--- src/rtl/mem_copy_engine.sv ---
// mem_copy_engine: byte-serial block copy initiator for the 8-bit CPU's data memory.
// Copies `length` bytes from src to dst (ascending, one read then one write per byte)
// while asserting `busy`, and accumulates an XOR checksum of every byte written.
// Optional fill mode is compiled in by defining MEM_COPY_FILL_EN; without it the
// `mode` and `fill_value` ports are accepted but ignored and every transfer is a copy.
module mem_copy_engine #(
   parameter int unsigned ADDR_WIDTH = 8,
   parameter int unsigned DATA_WIDTH = 8
) (
   input  logic                  clock,
   input  logic                  reset,
   input  logic                  start,
   input  logic [ADDR_WIDTH-1:0] src_addr,
   input  logic [ADDR_WIDTH-1:0] dst_addr,
   input  logic [7:0]            length,
   input  logic                  mode,
   input  logic [DATA_WIDTH-1:0] fill_value,
   output logic                  busy,
   output logic                  done,
   output logic [DATA_WIDTH-1:0] checksum,
   output logic [ADDR_WIDTH-1:0] Address,
   output logic [DATA_WIDTH-1:0] WriteData,
   output logic                  MemWrite,
   output logic                  MemRead,
   input  logic [DATA_WIDTH-1:0] ReadData
);

   typedef enum logic [1:0] {StIdle, StRead, StWrite, StDone} state_e;

   state_e                state_q, state_d;
   logic [ADDR_WIDTH-1:0] src_q, src_d;
   logic [ADDR_WIDTH-1:0] dst_q, dst_d;
   logic [7:0]            cnt_q, cnt_d;
   logic [DATA_WIDTH-1:0] buf_q, buf_d;
   logic [DATA_WIDTH-1:0] csum_q, csum_d;

   // Fill-mode view of the datapath: request seen in IDLE, latched mode and pattern.
   logic                  req_fill;
   logic                  fill_mode;
   logic [DATA_WIDTH-1:0] fill_data;
   logic [DATA_WIDTH-1:0] wr_byte;

`ifdef MEM_COPY_FILL_EN
   logic                  fill_q;
   logic [DATA_WIDTH-1:0] fill_val_q;

   assign req_fill  = mode;
   assign fill_mode = fill_q;
   assign fill_data = fill_val_q;

   // Latch fill operands on an accepted start so input changes mid-transfer are ignored.
   always_ff @(posedge clock) begin
      if (reset) begin
         fill_q     <= 1'b0;
         fill_val_q <= '0;
      end else if (state_q == StIdle && start) begin
         fill_q     <= mode;
         fill_val_q <= fill_value;
      end
   end
`else
   logic unused_fill;

   assign unused_fill = ^{mode, fill_value};
   assign req_fill    = 1'b0;
   assign fill_mode   = 1'b0;
   assign fill_data   = '0;
`endif

   // Byte written in WRITE: the pattern in fill mode, otherwise the byte just read.
   assign wr_byte  = fill_mode ? fill_data : buf_q;
   assign checksum = csum_q;

   // State, pointer, counter, buffer and checksum registers.
   always_ff @(posedge clock) begin
      if (reset) begin
         state_q <= StIdle;
         src_q   <= '0;
         dst_q   <= '0;
         cnt_q   <= '0;
         buf_q   <= '0;
         csum_q  <= '0;
      end else begin
         state_q <= state_d;
         src_q   <= src_d;
         dst_q   <= dst_d;
         cnt_q   <= cnt_d;
         buf_q   <= buf_d;
         csum_q  <= csum_d;
      end
   end

   // Next-state, datapath update and memory-side outputs (Moore, decoded from state).
   always_comb begin
      state_d   = state_q;
      src_d     = src_q;
      dst_d     = dst_q;
      cnt_d     = cnt_q;
      buf_d     = buf_q;
      csum_d    = csum_q;
      busy      = 1'b0;
      done      = 1'b0;
      Address   = '0;
      WriteData = '0;
      MemWrite  = 1'b0;
      MemRead   = 1'b0;

      unique case (state_q)
         StIdle: begin
            if (start) begin
               src_d  = src_addr;
               dst_d  = dst_addr;
               cnt_d  = length;
               csum_d = '0;
               if (length == 8'd0) begin
                  state_d = StDone;
               end else if (req_fill) begin
                  state_d = StWrite;
               end else begin
                  state_d = StRead;
               end
            end
         end

         StRead: begin
            busy    = 1'b1;
            Address = src_q;
            MemRead = 1'b1;
            buf_d   = ReadData;
            src_d   = src_q + ADDR_WIDTH'(1);
            state_d = StWrite;
         end

         StWrite: begin
            busy      = 1'b1;
            Address   = dst_q;
            WriteData = wr_byte;
            MemWrite  = 1'b1;
            csum_d    = csum_q ^ wr_byte;
            dst_d     = dst_q + ADDR_WIDTH'(1);
            cnt_d     = cnt_q - 8'd1;
            if (cnt_q == 8'd1) begin
               state_d = StDone;
            end else if (fill_mode) begin
               state_d = StWrite;
            end else begin
               state_d = StRead;
            end
         end

         StDone: begin
            done    = 1'b1;
            state_d = StIdle;
         end

         default: begin
            state_d = StIdle;
         end
      endcase
   end

endmodule

--- config.mk ---
export PLATFORM = sky130hd
export DESIGN_NAME = mem_copy_engine
export DESIGN_NICKNAME = d
export VERILOG_FILES = /design/src/rtl/mem_copy_engine.sv
export SDC_FILE = /design/constraint.sdc
export NUM_CORES = 1
export LEC_CHECK = 0
export ABC_AREA = 1
export BUFFER_PORTS_ARGS = -buffer_cell sky130_fd_sc_hd__buf_2
export CAP_MARGIN = 10
export CORE_MARGIN = 3
export CORE_UTILIZATION = 45
export DETAILED_ROUTE_END_ITERATION = 7
export PLACE_DENSITY = 0.69
export SETUP_SLACK_MARGIN = 0.4
export SLEW_MARGIN = 40
export SYNTH_ARGS = -nofsm -noshare
export SYNTH_HDL_FRONTEND = slang
export SYNTH_SLANG_ARGS = --single-unit
--- constraint.sdc ---
create_clock -name clock -period 1.5 [get_ports clock]
set_input_delay 0.225 -clock clock [delete_from_list [all_inputs] [get_ports clock]]
set_output_delay 0.225 -clock clock [all_outputs]
set_load 0.05 [all_outputs]
==> results.sh <==
export IMPL_grt_ovfl_total=0
export IMPL_synth_top_area_share_pct=34.2
export IMPL_cts_buffers_inserted=5
export IMPL_clk_pin_slew_worst_paths_ns=0.08
export IMPL_regToRegEndpoint="src_q[6]$_SDFFE_PP0P_"
export IMPL_io_pins=72
export IMPL_drc=0
export IMPL_r2r_start="state_q[0]$_SDFFE_PP0P_"
export IMPL_drt_iter0_markers=199
export IMPL_first_global_vias=3056
export IMPL_yosysSeqAreaShare_pct=34.2
export IMPL_synth_edf_count=0
export IMPL_cts_max_path_buffers=2
export IMPL_nNetsFinal=542
export IMPL_synth_area_um2=2460
export IMPL_final_hold_viol_count=0
export IMPL_cp_arrival_ns=1.58
export IMPL_fp_dieH_um=79.9
export IMPL_ys_warn_count=0
export IMPL_p_leak_uw=0.00195
export IMPL_die_area_um2=6380
export IMPL_rsz0062_at_grt="true"
export IMPL_synth_largest_area_cell="dfxtp_1"
export IMPL_skew_ns=0.0104
export IMPL_hold_depth=3
export IMPL_port_buffers=62
export IMPL_root_buffer="clkbuf_8"
export IMPL_whs_endpoint="buf_q[6]$_SDFFE_PP0P_"
export IMPL_register_area_um2=855
export IMPL_place_ws_ns=-0.0786
export IMPL_power_density_nw_per_um2=1200
export IMPL_status="finished with violations"
export IMPL_crit_buf_inv=4
export IMPL_grt_max_degree=13
export IMPL_worstHoldStart="ReadData[6]"
export IMPL_placed_area_um2=3330
export IMPL_synth_top_flop_cell="dfxtp_1"
export IMPL_synth_async_sr_flop_share_pct=0
export IMPL_setup_viol=56
export IMPL_clock_sinks=42
export IMPL_path_cells="inv_4 -> ha_4 -> clkinvlp_4 -> buf_12 -> a21oi_4 -> buf_6"
export IMPL_dp_hpwl_mm=5.21
export IMPL_critPathKind="flip-flop to output pin"
export IMPL_cap_violations=0
export IMPL_routed_wl_mm=9.50
export IMPL_tightest_slew_ns=0.462
export IMPL_place_congestion=0.831
export IMPL_crit_fanout=8
export IMPL_design_area_um2=4430
export IMPL_die_x_um=79.9
export IMPL_ir_worst_vdd_mv=1.22
export IMPL_multi_input_area_um2=1920
export IMPL_clock_latency_ns=0.30
export IMPL_fmax_mhz=553
export IMPL_num_vias=3124
export IMPL_synthCells=370
export IMPL_grt_total_usage_pct=28.5
export IMPL_dr_pass1_iters=5
export IMPL_worst_slack_ns=-0.309
export IMPL_slowest_stage="dfxtp_4"
export IMPL_yosysMostFrequentCell="nand2_1"
export IMPL_period_minus_slack_ns=1.81
export IMPL_rrSetupSlack_ns=-0.24
export IMPL_r2r_cells=11
export IMPL_hold_path_class="primary input to flip-flop"
export IMPL_antenna_found_initial=0
export IMPL_crit_path_end_kind="output pin"
export IMPL_grt_pass1_wl_mm=14.2
export IMPL_synthToLayoutAreaGrowth_pct=80.2
export IMPL_start_util_pct=47.2
export IMPL_cp_top_family="buffers and inverters"
export IMPL_cts_tree="yes"
export IMPL_postRouteAntennaNets=0
export IMPL_vias_per_cell=5.58
export IMPL_critPathLaunchType="flip-flop"
export IMPL_fin_crit_sh_pct=121
export IMPL_synth_common_cells="nand2_1 (75), nor2_1 (56), dfxtp_1 (42)"
export IMPL_drv_slew=0
export IMPL_diodes=0
export IMPL_core_area_um2=5200
export IMPL_cts_max_level=2
export IMPL_post_drt_wl_per_cell_um=17.0
export IMPL_maxSlewHeadroom_pct=69.1
export IMPL_fill_cells=271
export IMPL_synth_seq_cells=42
export IMPL_slowest_delay_ns=0.40
export IMPL_yosysUniqueCellTypes=31
export IMPL_cp_required_ns=1.27
export IMPL_num_rows=26
export IMPL_avgSynthCellArea_um2=6.64
export IMPL_finish_utilization_pct=85.0
export IMPL_syn_nets=422
export IMPL_violations="negative setup slack"
export IMPL_drive_gt1_share_pct=53.7
export IMPL_post_synth_main_area_contributors="dfxtp_1 (34%), nand2_1 (11%), nor2_1 (8.6%)"
## how the worst max path moves through the flow
stage	cells after the start	endpoint	from	slack (ns)
floorplan	4	Address[0]	state_q[1]$_SDFFE_PP0P_	-0.25
global placement	6	WriteData[3]	state_q[0]$_SDFFE_PP0P_	-0.07
detailed placement	6	WriteData[4]	state_q[0]$_SDFFE_PP0P_	-0.08
CTS	6	Address[3]	state_q[1]$_SDFFE_PP0P_	-0.27
global route	6	Address[4]	state_q[1]$_SDFFE_PP0P_	-0.34
finish	6	Address[4]	state_q[1]$_SDFFE_PP0P_	-0.31
## cells by family after synthesis
kind of cell	count (synthesis)	synth area share [%]
flip-flops	42	34.2
AO/OA/AOI/OAI	87	19.5
buffers and inverters	56	10.2
AND/OR/NAND/NOR	177	32.0
adder cells (fa/ha/maj)	8	4.08
## placed cells by master (no fill, tap or decap), types with 5 or more instances in the layout
cell type / count
inv_1: 24
clkbuf_8: 6
o21ai_1: 12
a21oi_1: 14
buf_4: 26
a21oi_4: 8
nand3_1: 16
nand2_1: 46
buf_8: 10
buf_6: 48
buf_2: 35
nor2_4: 5
nor2_2: 11
o21ai_2: 9
clkinvlp_4: 9
o21ai_0: 10
nand3_2: 5
dfxtp_1: 35
ha_1: 5
dfxtp_2: 5
nor2_1: 42
a21oi_2: 12
a31oi_1: 9
nand2_2: 17
nand2_4: 14
buf_12: 7
## through the flow
stage	hold WS (ns)	cells	setup TNS, ns	total power (uW)
after CTS	0.150	556	-4.92	4960
after floorplan	0.360	370	-2.01	2920
after global placement	0.436	520	-0.930	3350
after global routing	0.135	560	-11.25	5550
final	0.136	560	-8.56	5330
after detailed placement	0.445	520	-1.16	3390
## final cells by class
class                           instances  share of cell area, %
Sequential cell                        42                   19.3
Clock buffer                            7                   2.43
Timing Repair Buffer                  127                   27.8
Inverter                               41                   5.09
Tap cell                               70                   1.98
Multi-Input combinational cell        273                   43.4
## per-layer routing
layer  up-vias  share of wire, %  GRT usage (%)
met2       141                53           51.0
li1       1461                 -              -
met1      1484                38           32.4
met3        38               5.5           5.19
met5         -                 0              0
met4         0               3.9           13.5
## worst min-delay path, delay by kind of cell
kind,cells,cell delay [ns]
buf+inv,1,0.09
simple gates,2,0.09
## power by group
part	internal, uW	total [uW]	leakage, uW	switching [uW]
registers	1320	1580	0.000349	265
clock network	466	887	0.0000555	420
logic	1310	2860	0.00155	1550
total	3090	5330	0.00195	2240
## registers in the layout, indices dropped and copies added (netlist names)
| signal | cells |
|---|---|
| state_q | 2 |
| cnt_q | 8 |
| checksum | 8 |
| buf_q | 8 |
| dst_q | 8 |
| src_q | 8 |
## what timing repair did
item                       4_1_cts  5_1_grt
resized for setup              145       56
buffers inserted                25        4
hold buffers                     0        0
pin swaps                       37       16
setup endpoints to repair       70       68
gates cloned                     4        0
(Power assumes the default switching activity.)
